**config.mk**
```make
export PLATFORM = sky130hd
export DESIGN_NAME = dcache_ctrl_flat
export DESIGN_NICKNAME = d
export VERILOG_FILES = /design/src/rtl/dcache_ctrl_if.sv /design/src/rtl/dcache_ctrl.sv /design/src/flat_wrapper.sv
export SDC_FILE = /design/constraint.sdc
export NUM_CORES = 2
export LEC_CHECK = 0
export CAP_MARGIN = 20
export CORE_MARGIN = 3
export CORE_UTILIZATION = 30
export DETAILED_ROUTE_END_ITERATION = 10
export HOLD_SLACK_MARGIN = 0.05
export PLACE_DENSITY = 0.55
export SETUP_SLACK_MARGIN = 0.5
export SYNTH_ARGS = -nofsm -noshare
export SYNTH_HDL_FRONTEND = slang
export SYNTH_SLANG_ARGS = --single-unit
```
**constraint.sdc**
```tcl
create_clock -name clk -period 7.95 [get_ports clk]
set_input_delay 1.59 -clock clk [delete_from_list [all_inputs] [get_ports clk]]
set_output_delay 1.59 -clock clk [all_outputs]
set_load 0.02 [all_outputs]
```
**src/rtl/dcache_ctrl_if.sv**
```systemverilog
`default_nettype none
// ============================================================================
// Module      : dcache_ctrl_if
// Description : CPU load/store bus, line-wide memory port and performance
//               counters of the data-cache controller.
// Revision    : 1.0 - initial release
// ============================================================================
interface dcache_ctrl_if #(
    parameter int CNT_W = 16
);
    logic              cpu_rd;
    logic              cpu_wr;
    logic [31:0]       cpu_addr;
    logic [31:0]       cpu_wdata;
    logic [31:0]       cpu_rdata;
    logic              cpu_stall;
    logic              mem_req;
    logic              mem_we;
    logic [31:0]       mem_addr;
    logic [127:0]      mem_wdata;
    logic [127:0]      mem_rdata;
    logic              mem_ready;
    logic [CNT_W-1:0]  hit_count;
    logic [CNT_W-1:0]  miss_count;

    // Environment side: CPU datapath plus main memory
    modport master (
        output cpu_rd, cpu_wr, cpu_addr, cpu_wdata, mem_rdata, mem_ready,
        input  cpu_rdata, cpu_stall, mem_req, mem_we, mem_addr, mem_wdata,
               hit_count, miss_count
    );

    // Cache controller side
    modport slave (
        input  cpu_rd, cpu_wr, cpu_addr, cpu_wdata, mem_rdata, mem_ready,
        output cpu_rdata, cpu_stall, mem_req, mem_we, mem_addr, mem_wdata,
               hit_count, miss_count
    );
endinterface
`default_nettype wire

```
**src/rtl/dcache_ctrl.sv**
```systemverilog
`default_nettype none
// ============================================================================
// Module      : dcache_ctrl
// Description : Direct-mapped, write-back, write-allocate data-cache
//               controller with 4-word lines, miss sequencing FSM and
//               saturating hit/miss counters.
// Revision    : 1.0 - initial release
// ============================================================================
module dcache_ctrl #(
    parameter int INDEX_BITS = 4,
    parameter int CNT_W      = 16
) (
    input  wire logic    clk,
    input  wire logic    rst_n,
    dcache_ctrl_if.slave bus
);
    localparam int               c_LINES   = 1 << INDEX_BITS;
    localparam int               c_TAG_W   = 28 - INDEX_BITS;
    localparam logic [CNT_W-1:0] c_CNT_ONE = {{(CNT_W-1){1'b0}}, 1'b1};

    typedef enum logic [1:0] {
        IDLE      = 2'd0,
        WRITEBACK = 2'd1,
        ALLOCATE  = 2'd2
    } state_t;

    state_t                r_state;
    logic [c_LINES-1:0]    r_valid;
    logic [c_LINES-1:0]    r_dirty;
    logic [c_TAG_W-1:0]    r_tag  [c_LINES];
    logic [127:0]          r_data [c_LINES];
    logic [CNT_W-1:0]      r_hit_cnt;
    logic [CNT_W-1:0]      r_miss_cnt;
    logic                  r_retry;

    logic [INDEX_BITS-1:0] w_index;
    logic [c_TAG_W-1:0]    w_tag;
    logic [1:0]            w_word;
    logic                  w_req;
    logic                  w_hit;
    logic                  w_store_hit;

    assign w_index     = bus.cpu_addr[INDEX_BITS+3:4];
    assign w_tag       = bus.cpu_addr[31:INDEX_BITS+4];
    assign w_word      = bus.cpu_addr[3:2];
    assign w_req       = bus.cpu_rd | bus.cpu_wr;
    assign w_hit       = r_valid[w_index] && (r_tag[w_index] == w_tag);
    // A simultaneous rd+wr is a store; the rd strobe only matters for loads.
    assign w_store_hit = (r_state == IDLE) && bus.cpu_wr && w_hit;

    assign bus.hit_count  = r_hit_cnt;
    assign bus.miss_count = r_miss_cnt;

    // Output decode from state and the addressed line (CPU holds address during stall)
    always_comb begin
        bus.cpu_stall = 1'b0;
        bus.mem_req   = 1'b0;
        bus.mem_we    = 1'b0;
        bus.mem_addr  = {bus.cpu_addr[31:4], 4'h0};
        bus.mem_wdata = r_data[w_index];
        bus.cpu_rdata = r_data[w_index][{w_word, 5'b0} +: 32];
        case (r_state)
            IDLE: begin
                bus.cpu_stall = w_req & ~w_hit;
            end
            WRITEBACK: begin
                bus.cpu_stall = 1'b1;
                bus.mem_req   = 1'b1;
                bus.mem_we    = 1'b1;
                bus.mem_addr  = {r_tag[w_index], w_index, 4'h0};
            end
            ALLOCATE: begin
                bus.cpu_stall = 1'b1;
                bus.mem_req   = 1'b1;
            end
            default: begin
                bus.cpu_stall = 1'b0;
            end
        endcase
    end

    // Data and tag arrays: store-hit word writes and line fills (never reset)
    always_ff @(posedge clk) begin
        if (w_store_hit) begin
            r_data[w_index][{w_word, 5'b0} +: 32] <= bus.cpu_wdata;
        end else if (r_state == ALLOCATE && bus.mem_ready) begin
            r_data[w_index] <= bus.mem_rdata;
            r_tag[w_index]  <= w_tag;
        end
    end

    // Miss sequencing FSM with valid/dirty bookkeeping and saturating counters
    always_ff @(posedge clk) begin
        if (!rst_n) begin
            r_state    <= IDLE;
            r_valid    <= '0;
            r_dirty    <= '0;
            r_hit_cnt  <= '0;
            r_miss_cnt <= '0;
            r_retry    <= 1'b0;
        end else begin
            case (r_state)
                IDLE: begin
                    if (w_req && w_hit) begin
                        // The replay of a just-filled miss is not a new hit
                        if (!r_retry && (~&r_hit_cnt)) begin
                            r_hit_cnt <= r_hit_cnt + c_CNT_ONE;
                        end
                        r_retry <= 1'b0;
                        if (bus.cpu_wr) begin
                            r_dirty[w_index] <= 1'b1;
                        end
                    end else if (w_req) begin
                        if (~&r_miss_cnt) begin
                            r_miss_cnt <= r_miss_cnt + c_CNT_ONE;
                        end
                        r_retry <= 1'b1;
                        r_state <= (r_valid[w_index] && r_dirty[w_index]) ? WRITEBACK : ALLOCATE;
                    end
                end
                WRITEBACK: begin
                    if (bus.mem_ready) begin
                        r_dirty[w_index] <= 1'b0;
                        r_state          <= ALLOCATE;
                    end
                end
                ALLOCATE: begin
                    if (bus.mem_ready) begin
                        r_valid[w_index] <= 1'b1;
                        r_dirty[w_index] <= 1'b0;
                        r_state          <= IDLE;
                    end
                end
                default: begin
                    r_state <= IDLE;
                end
            endcase
        end
    end
endmodule
`default_nettype wire

```
**src/flat_wrapper.sv**
```systemverilog
// flat-port wrapper written by rule: the top's interface ports become plain ports
module dcache_ctrl_flat 
#(
    parameter int INDEX_BITS = 4,
    parameter int CNT_W      = 16
)
  (clk, rst_n, bus_cpu_rd, bus_cpu_wr, bus_cpu_addr, bus_cpu_wdata, bus_mem_rdata, bus_mem_ready, bus_cpu_rdata, bus_cpu_stall, bus_mem_req, bus_mem_we, bus_mem_addr, bus_mem_wdata, bus_hit_count, bus_miss_count);
  dcache_ctrl_if #(.CNT_W(CNT_W)) bus_i ();
  input  wire logic clk;
  input  wire logic rst_n;
  input wire logic [$bits(bus_i.cpu_rd)-1:0] bus_cpu_rd;
  input wire logic [$bits(bus_i.cpu_wr)-1:0] bus_cpu_wr;
  input wire logic [$bits(bus_i.cpu_addr)-1:0] bus_cpu_addr;
  input wire logic [$bits(bus_i.cpu_wdata)-1:0] bus_cpu_wdata;
  input wire logic [$bits(bus_i.mem_rdata)-1:0] bus_mem_rdata;
  input wire logic [$bits(bus_i.mem_ready)-1:0] bus_mem_ready;
  output wire logic [$bits(bus_i.cpu_rdata)-1:0] bus_cpu_rdata;
  output wire logic [$bits(bus_i.cpu_stall)-1:0] bus_cpu_stall;
  output wire logic [$bits(bus_i.mem_req)-1:0] bus_mem_req;
  output wire logic [$bits(bus_i.mem_we)-1:0] bus_mem_we;
  output wire logic [$bits(bus_i.mem_addr)-1:0] bus_mem_addr;
  output wire logic [$bits(bus_i.mem_wdata)-1:0] bus_mem_wdata;
  output wire logic [$bits(bus_i.hit_count)-1:0] bus_hit_count;
  output wire logic [$bits(bus_i.miss_count)-1:0] bus_miss_count;
  assign bus_i.cpu_rd = bus_cpu_rd;
  assign bus_i.cpu_wr = bus_cpu_wr;
  assign bus_i.cpu_addr = bus_cpu_addr;
  assign bus_i.cpu_wdata = bus_cpu_wdata;
  assign bus_i.mem_rdata = bus_mem_rdata;
  assign bus_i.mem_ready = bus_mem_ready;
  assign bus_cpu_rdata = bus_i.cpu_rdata;
  assign bus_cpu_stall = bus_i.cpu_stall;
  assign bus_mem_req = bus_i.mem_req;
  assign bus_mem_we = bus_i.mem_we;
  assign bus_mem_addr = bus_i.mem_addr;
  assign bus_mem_wdata = bus_i.mem_wdata;
  assign bus_hit_count = bus_i.hit_count;
  assign bus_miss_count = bus_i.miss_count;
  dcache_ctrl #(.INDEX_BITS(INDEX_BITS), .CNT_W(CNT_W)) u_core (.clk(clk), .rst_n(rst_n), .bus(bus_i));
endmodule
```
==> results.yml <==
status:
  status: "complete, no violations"
routing:
  drc: 0
  routed_via_density: 5.18
  drtIter0Drc: 5880
  vias: 50816
  wl_per_cell_um: 31.5
  ant_nets: 0
  wl_um: 309000
  drt-pass1-iter-count: 5
timing:
  max_slew_margin_pct: 24.7
  holdWs_ns: 0.486
  tightest_slew_ns: 1.13
  drv_slew: 0
  setup_tns_ns: 0
  finalSetupViolations: 0
  fmax_mhz: 145
  fin_crit_ns: 6.91
  hold_violations: 0
  rsz0062_at_grt: "false"
  post-route-period-util_pct: 86.9
  finClkSkew_ns: 0.0916
yosys:
  netlist-cell-type-count: 76
  synth_edf_count: 2432
  synth.area.top_cells: "edfxtp_1, mux4_2, mux2i_1, dfxtp_1, mux2_2"
  ys_async_sr_fraction_pct: 0
  synth.cell_area_um2: 99400
  yosysWarnings: 0
  synth-seq-cells: 2499
  synth_top_cell_area_share_pct: 73.5
  syn_area_per_cell_um2: 21.7
  synthFlopType: "edfxtp_1"
  synth_cells: 4586
  ys_seq_area_share_pct: 74.8
  synth_area_leader_cell: "edfxtp_1"
clock_tree:
  cts_setup_buffers: 0
  cts_buffer_depth: 4
  clk_latency_ns: 0.90
  htreeDepth: 5
  postCtsHoldBufs: 0
  cts_root_buf: "clkbuf_16"
  cts_tree: "yes"
  cts.clk_slew.worst_paths_ns: 0.06
  ctsResizeCount: 0
  cts_sinks: 2499
  cts_buffers: 279
power:
  vdd_drop_max_mv: 0.179
  total_power_uw: 29500
  powerDensity_nw_per_um2: 247
  leakagePower_uw: 0.0376
die:
  initial_core_util_pct: 30.3
  rows: 210
  coreArea_um2: 328000
  dieArea_um2: 338000
  io_pins: 424
  die_width_um: 582
  die_y_um: 582
grt:
  grt.total_usage_pct: 17.8
  grt_max_degree: 131
  antenna_found_initial: 37
  grt_pass1_vias: 52066
  overflow: 0
  grt_pass1_wl_um: 422000
critical_path:
  worstPathArrival_ns: 5.32
  worstSetupStartpointType: "input pin"
  crit_type: "in2out"
  cp_data_required_time_ns: 6.36
  end_kind: "output pin"
  crit_path_max_fanout: 58
layout:
  nets: 5460
  syn2layout_area_growth_pct: 20.2
  drive_gt1_share_pct: 28.9
hold_path:
  hold_path_class: "reg2reg"
place:
  place_hpwl_um: 190000
  io_buffers: 417
  place_congestion: 0.784
job:
  cap_violations: 0
logic make-up after synthesis:
logic type      after synthesis  synth area share (%)
other cells                   1               0.00377
xor+xnor                     30                 0.264
simple gates                515                  2.38
fa+ha+maj                    11                 0.138
flops                      2499                  74.8
buf+inv                     323                  1.48
compound gates              212                  1.53
mux                         995                  19.4
worst max-delay path: stages:
cell             delay, ns
buf_8                 0.54
buf_4                 0.60
mux4_2                0.58
mux4_2                0.72
mux4_2                0.54
clkdlybuf4s50_1       0.57
layout make-up:
cell class	instances	area (µm²)
inverter	53	199
tap	4346	5440
fill	30008	209000
sequential	2499	74400
timing repair buffer	652	6640
clock buffer	351	7410
clock inverter	129	1140
antenna	14	35.0
multi-input combinational	1767	24300
path summary, 6_finish.rpt:
| path | start | endpoint | slack [ns] | depth (start not counted) |
|---|---|---|---|---|
| worst max register to register | u_core.r_tag[5][11]$_DFFE_PP_ | u_core.r_data[7][81]$_DFFE_PP_ | 3.02 | 12 |
| worst min register to register | u_core.r_valid[2]$_SDFFE_PN0P_ | u_core.r_valid[2]$_SDFFE_PN0P_ | 0.49 | 2 |
| worst min-delay path | u_core.r_valid[2]$_SDFFE_PN0P_ | u_core.r_valid[2]$_SDFFE_PN0P_ | 0.49 | 2 |
| worst max-delay path | bus_cpu_addr[4] | bus_cpu_rdata[31] | 1.04 | 6 |
metal layers:
metal | global-route usage (%) | up-vias | share of wire [%]
li1 | - | 20606 | -
met5 | 0 | - | 0.026
met1 | 23.4 | 27584 | 40
met2 | 28.5 | 2151 | 48
met3 | 4.14 | 463 | 8.1
met4 | 7.35 | 12 | 4.5
registers in the layout, indices dropped and copies added, names as in the netlist, named ones only:
name                   cells
u_core.r_data           2048
u_core.r_retry             1
u_core.r_state             2
u_core.r_tag             384
u_core.bus.hit_count      16
u_core.bus.miss_count     16
u_core.r_valid            16
cells in the final DEF (no fill, tap or decap), types with 23 or more instances in the layout:
cell type and instances:
clkbuf_1 64, clkdlybuf4s50_1 404, nand3_1 45, buf_4 186
xnor2_1 23, clkbuf_16 287, nor2_1 156, inv_1 52
nor2_4 80, clkinv_1 46, nand2_1 96, o21ai_0 28
mux2i_1 143, mux4_2 728, mux2_2 107, buf_12 55
nand2b_1 43, edfxtp_1 2432, a22oi_1 37, a21oi_1 39
dfxtp_1 67, clkinv_2 39
power breakdown:
group / internal (µW) / switching, µW
combinational: 938 / 1600
clock: 7070 / 5190
sequential: 14700 / 24.7
metrics by stage:
step                instances  util (%)  instance area [µm²]  setup WS, ns
floorplan                4589         -                99400          1.22
global placement         9314      33.7               111000         0.959
detailed placement       9316      33.8               111000         0.890
CTS                      9796      36.4               119000          1.07
global route             9800      36.4               119000         0.874
finish                   9811      36.4               119000          1.04
Yosys cell counts (16+ instances only):
master,instances
a21oi_1,39
a22oi_1,37
buf_1,54
buf_2,16
buf_4,23
clkbuf_1,161
dfxtp_1,67
edfxtp_1,2432
inv_1,52
mux2_2,107
mux2i_1,147
mux4_2,728
nand2_1,98
nand2b_1,45
nand3_1,45
nor2_1,237
nor3_1,16
o211a_1,16
o21ai_0,28
xnor2_1,23
(Power assumes the default switching activity.)
